**config.mk**
```make
export PLATFORM = sky130hd
export DESIGN_NAME = rvx_reg_initiator
export DESIGN_NICKNAME = d
export VERILOG_FILES = /design/src/rtl/rvx_reg_initiator_pkg.sv /design/src/rtl/rvx_reg_initiator.sv
export SDC_FILE = /design/constraint.sdc
export NUM_CORES = 1
export LEC_CHECK = 0
export ABC_AREA = 1
export CAP_MARGIN = 20
export CORE_UTILIZATION = 42
export CTS_CLUSTER_DIAMETER = 60
export DETAILED_ROUTE_END_ITERATION = 8
export GPL_ROUTABILITY_DRIVEN = 1
export PLACE_DENSITY = 0.9
export SLEW_MARGIN = 20
export SYNTH_ARGS = -nofsm -noshare
export SYNTH_HDL_FRONTEND = slang
export SYNTH_SLANG_ARGS = --single-unit
```
**constraint.sdc**
```tcl
create_clock -name clock -period 2.3 [get_ports clock]
set_clock_uncertainty 0.2 [all_clocks]
set_input_delay 0.46 -clock clock [delete_from_list [all_inputs] [get_ports clock]]
set_output_delay 0.46 -clock clock [all_outputs]
set_load 0.05 [all_outputs]
```
**src/rtl/rvx_reg_initiator_pkg.sv**
```systemverilog
// Shared types and constants for the RVX peripheral register-bus initiator.
// Imported by rvx_reg_initiator and usable by any block that talks to it.
package rvx_reg_initiator_pkg;

  localparam int unsigned RVX_REG_INIT_ADDR_WIDTH = 5;
  localparam int unsigned RVX_REG_INIT_TIMEOUT    = 16;
  localparam int unsigned RVX_DATA_WIDTH          = 32;
  localparam int unsigned RVX_STRB_WIDTH          = 4;

  typedef enum logic [1:0] {
    RVX_REG_INIT_IDLE = 2'd0,
    RVX_REG_INIT_WAIT = 2'd1,
    RVX_REG_INIT_RESP = 2'd2
  } rvx_reg_init_state_e;

  // A completion only counts when it matches the direction of the pending command.
  function automatic logic rvx_rsp_matches(input logic is_write,
                                           input logic rd_rsp,
                                           input logic wr_rsp);
    return is_write ? wr_rsp : rd_rsp;
  endfunction

endpackage

```
**src/rtl/rvx_reg_initiator.sv**
```systemverilog
// Initiator side of the RVX register bus: one command in flight, single-cycle
// request pulse, bounded wait for the peripheral, registered response port.
module rvx_reg_initiator
  import rvx_reg_initiator_pkg::*;
#(
  parameter int unsigned ADDR_WIDTH     = RVX_REG_INIT_ADDR_WIDTH,
  parameter int unsigned TIMEOUT_CYCLES = RVX_REG_INIT_TIMEOUT
) (
  input  logic                      clock,
  input  logic                      reset_n,
  input  logic                      cmd_valid,
  output logic                      cmd_ready,
  input  logic                      cmd_write,
  input  logic [ADDR_WIDTH-1:0]     cmd_address,
  input  logic [RVX_DATA_WIDTH-1:0] cmd_wdata,
  input  logic [RVX_STRB_WIDTH-1:0] cmd_strobe,
  output logic                      rsp_valid,
  input  logic                      rsp_ready,
  output logic [RVX_DATA_WIDTH-1:0] rsp_rdata,
  output logic                      rsp_error,
  output logic [ADDR_WIDTH-1:0]     rw_address,
  output logic [RVX_DATA_WIDTH-1:0] write_data,
  output logic [RVX_STRB_WIDTH-1:0] write_strobe,
  output logic                      read_request,
  output logic                      write_request,
  input  logic [RVX_DATA_WIDTH-1:0] read_data,
  input  logic                      read_response,
  input  logic                      write_response
);

  localparam int unsigned         CNT_W    = $clog2(TIMEOUT_CYCLES + 1);
  localparam logic [CNT_W-1:0]    CNT_LAST = CNT_W'(TIMEOUT_CYCLES - 1);

  rvx_reg_init_state_e r_state, w_state_nxt;

  logic                      r_cmd_ready,   w_cmd_ready_nxt;
  logic                      r_read_req,    w_read_req_nxt;
  logic                      r_write_req,   w_write_req_nxt;
  logic                      r_is_write,    w_is_write_nxt;
  logic [ADDR_WIDTH-1:0]     r_addr,        w_addr_nxt;
  logic [RVX_DATA_WIDTH-1:0] r_wdata,       w_wdata_nxt;
  logic [RVX_STRB_WIDTH-1:0] r_strobe,      w_strobe_nxt;
  logic [CNT_W-1:0]          r_count,       w_count_nxt;
  logic                      r_rsp_valid,   w_rsp_valid_nxt;
  logic [RVX_DATA_WIDTH-1:0] r_rdata,       w_rdata_nxt;
  logic                      r_error,       w_error_nxt;

  logic w_accept;
  logic w_match;
  logic w_timeout;

  assign w_accept  = (r_state == RVX_REG_INIT_IDLE) && cmd_valid && r_cmd_ready;
  assign w_match   = rvx_rsp_matches(r_is_write, read_response, write_response);
  assign w_timeout = (r_count == CNT_LAST);

  always_ff @(posedge clock or negedge reset_n) begin
    if (!reset_n) begin
      r_state <= RVX_REG_INIT_IDLE;
    end else begin
      r_state <= w_state_nxt;
    end
  end

  always_comb begin
    w_state_nxt     = r_state;
    w_cmd_ready_nxt = 1'b0;
    w_read_req_nxt  = 1'b0;
    w_write_req_nxt = 1'b0;
    w_is_write_nxt  = r_is_write;
    w_addr_nxt      = r_addr;
    w_wdata_nxt     = r_wdata;
    w_strobe_nxt    = r_strobe;
    w_count_nxt     = r_count;
    w_rsp_valid_nxt = r_rsp_valid;
    w_rdata_nxt     = r_rdata;
    w_error_nxt     = r_error;

    unique case (r_state)
      RVX_REG_INIT_IDLE: begin
        // cmd_ready comes up one edge after reset release, then stays high while idle.
        w_cmd_ready_nxt = 1'b1;
        if (w_accept) begin
          w_cmd_ready_nxt = 1'b0;
          w_is_write_nxt  = cmd_write;
          w_addr_nxt      = cmd_address;
          w_wdata_nxt     = cmd_wdata;
          w_strobe_nxt    = cmd_write ? cmd_strobe : '0;
          w_read_req_nxt  = !cmd_write;
          w_write_req_nxt = cmd_write;
          w_count_nxt     = '0;
          w_state_nxt     = RVX_REG_INIT_WAIT;
        end
      end

      RVX_REG_INIT_WAIT: begin
        // A matching completion beats a timeout landing in the same cycle.
        if (w_match) begin
          w_rdata_nxt     = r_is_write ? '0 : read_data;
          w_error_nxt     = 1'b0;
          w_rsp_valid_nxt = 1'b1;
          w_state_nxt     = RVX_REG_INIT_RESP;
        end else if (w_timeout) begin
          w_rdata_nxt     = '0;
          w_error_nxt     = 1'b1;
          w_rsp_valid_nxt = 1'b1;
          w_state_nxt     = RVX_REG_INIT_RESP;
        end else begin
          w_count_nxt = r_count + CNT_W'(1);
        end
      end

      RVX_REG_INIT_RESP: begin
        if (r_rsp_valid && rsp_ready) begin
          w_rsp_valid_nxt = 1'b0;
          w_cmd_ready_nxt = 1'b1;
          w_state_nxt     = RVX_REG_INIT_IDLE;
        end
      end

      default: begin
        w_state_nxt = RVX_REG_INIT_IDLE;
      end
    endcase
  end

  // Every output is a flop so nothing on the host side sees peripheral timing.
  always_ff @(posedge clock or negedge reset_n) begin
    if (!reset_n) begin
      r_cmd_ready <= 1'b0;
      r_read_req  <= 1'b0;
      r_write_req <= 1'b0;
      r_is_write  <= 1'b0;
      r_addr      <= '0;
      r_wdata     <= '0;
      r_strobe    <= '0;
      r_count     <= '0;
      r_rsp_valid <= 1'b0;
      r_rdata     <= '0;
      r_error     <= 1'b0;
    end else begin
      r_cmd_ready <= w_cmd_ready_nxt;
      r_read_req  <= w_read_req_nxt;
      r_write_req <= w_write_req_nxt;
      r_is_write  <= w_is_write_nxt;
      r_addr      <= w_addr_nxt;
      r_wdata     <= w_wdata_nxt;
      r_strobe    <= w_strobe_nxt;
      r_count     <= w_count_nxt;
      r_rsp_valid <= w_rsp_valid_nxt;
      r_rdata     <= w_rdata_nxt;
      r_error     <= w_error_nxt;
    end
  end

  assign cmd_ready     = r_cmd_ready;
  assign read_request  = r_read_req;
  assign write_request = r_write_req;
  assign rw_address    = r_addr;
  assign write_data    = r_wdata;
  assign write_strobe  = r_strobe;
  assign rsp_valid     = r_rsp_valid;
  assign rsp_rdata     = r_rdata;
  assign rsp_error     = r_error;

endmodule

```
==> metrics.md <==
| Metric | Value |
|---|---|
| Area delta synth->final | `52.4%` |
| Root Buffer | `clkbuf_8` |
| Synth area leader | `dfrtp_1` |
| N_diodes | `0` |
| Yosys warning total | `0` |
| Syn avg cell area | `8.92 um^2` |
| Main synth FF type | `dfrtp_1` |
| Peak VDD IR | `0.000797 V` |
| Count of final setup violators | `0` |
| Seq cells post-synth | `86` |
| Tcrit/Tclk final | `0.972` |
| Final net count | `628` |
| Finished Layout Cells | `651` |
| Drt wl/cell | `13.7 um` |
| Net Sw Frac | `0.499` |
| Clock Pin Slew Worst Setup and Hold Paths | `0.09 ns` |
| Setup ws final | `0.0636 ns` |
| Comb pwr share | `0.576` |
| CTS Buf Count | `9` |
| Row count | `32` |
| Via density | `4.79` |
| Cell breakdown of the critical path | `clkdlybuf4s50_1` |
| Slew headroom | `0.484` |
| Distinct cell type count after synthesis | `21` |
| Crit Path Max Fanout | `2` |
| Synthesized Nets | `473` |
| ANT nets after route | `0` |
| Slowest cell delay on critical path | `0.86 ns` |
| Most frequent cells after synthesis | `nand2_1, dfrtp_1, o21ai_0, o21ai_1, inv_1` |
| Crit-path slowest cell | `clkdlybuf4s50_1` |
| H-Tree Depth | `3` |
| GP Congestion | `0.828` |
| Post-cts resize count | `0` |
| CP startpoint kind | `flip-flop` |
| Leakage | `2.50 nW` |
| Tightest Pin Transition | `0.773 ns` |
| Max Fclk | `447 MHz` |
| Overflow after GRT | `0` |
| Die area | `0.00867 mm^2` |
| Largest net degree at the start of global routing | `69` |
| Clock sink count | `86` |
| Max-Cap Viols | `0` |
| Critical path buffers and inverters | `1` |
| IO Count | `158` |
| EDFF count, synth | `0` |
| Crit path DAT | `1.58 ns` |
| Status | `completed` |
| Vias in the first global route | `3104` |
| Core area | `0.00789 mm^2` |
| Setup WS pre-CTS | `-0.0148 ns` |
| Inst Count DP | `636` |
| Via count | `3117` |
| Seq pwr share | `0.305` |
| Util after Layout | `0.674` |
| Max-slew violations | `0` |
| Register area share after synthesis | `0.617` |
| CP Capture Type | `primary output` |
| Pwr/cell area | `1550 mW/mm^2` |
| Endpoints failing hold | `0` |
| Clock power share | `0.119` |
| Die Height | `93.1 um` |
| Share of the synthesized area in the top cell type | `0.617` |
| Starting DRT DRC Count | `109` |
| Most numerous cell in the Yosys netlist | `nand2_1` |
| Share of cells above drive strength 1 | `0.0546` |
| # fillers | `622` |
| Remaining DRCs | `0` |
| Post-route cell area | `0.00532 mm^2` |
| Number of buffers added on ports | `157` |
| Die width | `93.1 um` |
| Synthesized area | `0.00349 mm^2` |
| First-pass GRT wire length | `14.6 mm` |
| RSZ-0062 raised after global routing | `no` |
| Crit path max-delay family | `buffers and inverters` |
| Crit path kind | `reg2out` |
| NetSw | `0.00412 W` |
| Post-route setup TNS | `0 ns` |
| GRT Total Usage | `0.218` |
| Hold Path Class | `reg2reg` |
| Final HPWL DP | `6.50 mm` |
| Cells after synthesis | `391` |
| Worst-Skew Late Latency | `0.33 ns` |
| Final wirelength | `8.94 mm` |
| CP required | `1.64 ns` |
| Fin crit period | `2.24 ns` |
| Antenna violations before repair | `0` |
| Pint | `0.00414 W` |
| Placed standard-cell area | `0.00513 mm^2` |
| CTS tree | `yes` |
| Pre-antenna DRT Iters | `4` |
| Post-synth ARST share | `1.00` |
| Clock Path Buffers | `2` |
| Initial Util | `0.442` |
| Ranking of synthesized cells by area | `dfrtp_1, nand2_1, o21ai_0` |
## power by group through the flow
stage,combinational (W),clock (W),sequential [W]
floorplan,0.00104,0,0.00461
global placement,0.00468,0,0.00252
detailed placement,0.00478,0,0.00254
CTS,0.00479,0.00101,0.00253
global route,0.00502,0.00107,0.00260
finish,0.00476,0.000984,0.00252
## area by class of cell
class | count | area (um^2) | share of cell area
Sequential cell | 86 | 2150 | 0.405
Timing Repair Buffer | 163 | 1650 | 0.311
Multi-Input combinational cell | 274 | 1160 | 0.219
Tap cell | 102 | 128 | 0.0240
Clock buffer | 9 | 124 | 0.0233
Clock inverter | 5 | 52.6 | 0.00988
Inverter | 12 | 45.0 | 0.00847
## sequential cells by signal, summed over array words and instances, names as in the netlist
name,flops
write_data,32
rsp_valid,1
write_request,1
read_request,1
r_state,2
write_strobe,4
r_is_write,1
rw_address,5
rsp_error,1
r_count,5
rsp_rdata,32
cmd_ready,1
## through the flow
| stage | hold WS [ns] | power (W) |
|---|---|---|
| 2_1_floorplan | -0.0356 | 0.00565 |
| 3_3_place_gp | 0.246 | 0.00720 |
| 3_5_place_dp | 0.253 | 0.00732 |
| 4_1_cts | 0.277 | 0.00833 |
| 5_1_grt | 0.296 | 0.00869 |
| 6_report | 0.274 | 0.00827 |
## worst register-to-register path: stages, from the launching register on
cell	delay (ns)
dfrtp_1	0.43
ha_1	0.23
nand2_1	0.09
nor2_1	0.06
ha_1	0.21
inv_1	0.10
nand3_1	0.10
nand2_2	0.09
buf_12	0.26
nand2_1	0.13
o21ai_1	0.10
## repair_timing
action	CTS	global route
buffers inserted	0	0
hold endpoints to repair	36	0
hold buffers	1	0
endpoints found under the setup margin	0	0
## metal layers
layer	track usage	up-vias	part of all wire
met5	0	-	0
met4	0.112	0	0.032
met1	0.263	1463	0.41
met3	0.0276	21	0.038
li1	-	1524	-
met2	0.381	109	0.52
## cells in the final DEF (no fill, tap or decap)
master,Yosys,layout
a21oi_1,1,1
buf_12,0,3
buf_4,3,3
bufinv_16,0,1
clkbuf_8,0,9
clkdlybuf4s50_1,0,156
clkinv_2,0,3
clkinvlp_4,0,1
dfrtp_1,86,86
dlygate4sd3_1,0,1
ha_1,2,2
inv_1,10,10
inv_2,2,2
nand2_1,210,210
nand2_2,1,1
nand3_1,8,8
nand4_1,5,5
nor2_1,8,8
nor2_4,1,1
nor3_4,1,1
o21ai_0,15,15
o21ai_1,15,15
o21ai_2,5,5
o21bai_1,1,1
o31ai_1,1,1
## final timing paths
check | start | to | slack, ns | cells past startpoint
worst max-delay path | cmd_ready$_DFF_PN0_ | cmd_ready | 0.06 | 1
worst min-delay path | write_data[5]$_DFFE_PN0P_ | write_data[5]$_DFFE_PN0P_ | 0.27 | 2
worst max register to register | r_count[0]$_DFFE_PN0P_ | rsp_rdata[26]$_DFFE_PN0P_ | 0.23 | 10
worst min register to register | write_data[5]$_DFFE_PN0P_ | write_data[5]$_DFFE_PN0P_ | 0.27 | 2
max in group asynchronous | reset_n | write_data[20]$_DFFE_PN0P_ | 0.84 | 3
min in group asynchronous | reset_n | write_data[4]$_DFFE_PN0P_ | 0.44 | 2
## cell families (layout without fill, tap and decap cells)
family | count (synthesis) | count (layout) | share of synthesized area
AO/OA/AOI/OAI | 38 | 38 | 0.0613
flip-flops | 86 | 86 | 0.617
AND/OR/NAND/NOR | 234 | 234 | 0.265
adder cells (fa/ha/maj) | 2 | 2 | 0.00717
buffers and inverters | 31 | 189 | 0.0499
No activity file was read; power rests on OpenSTA's default activity.
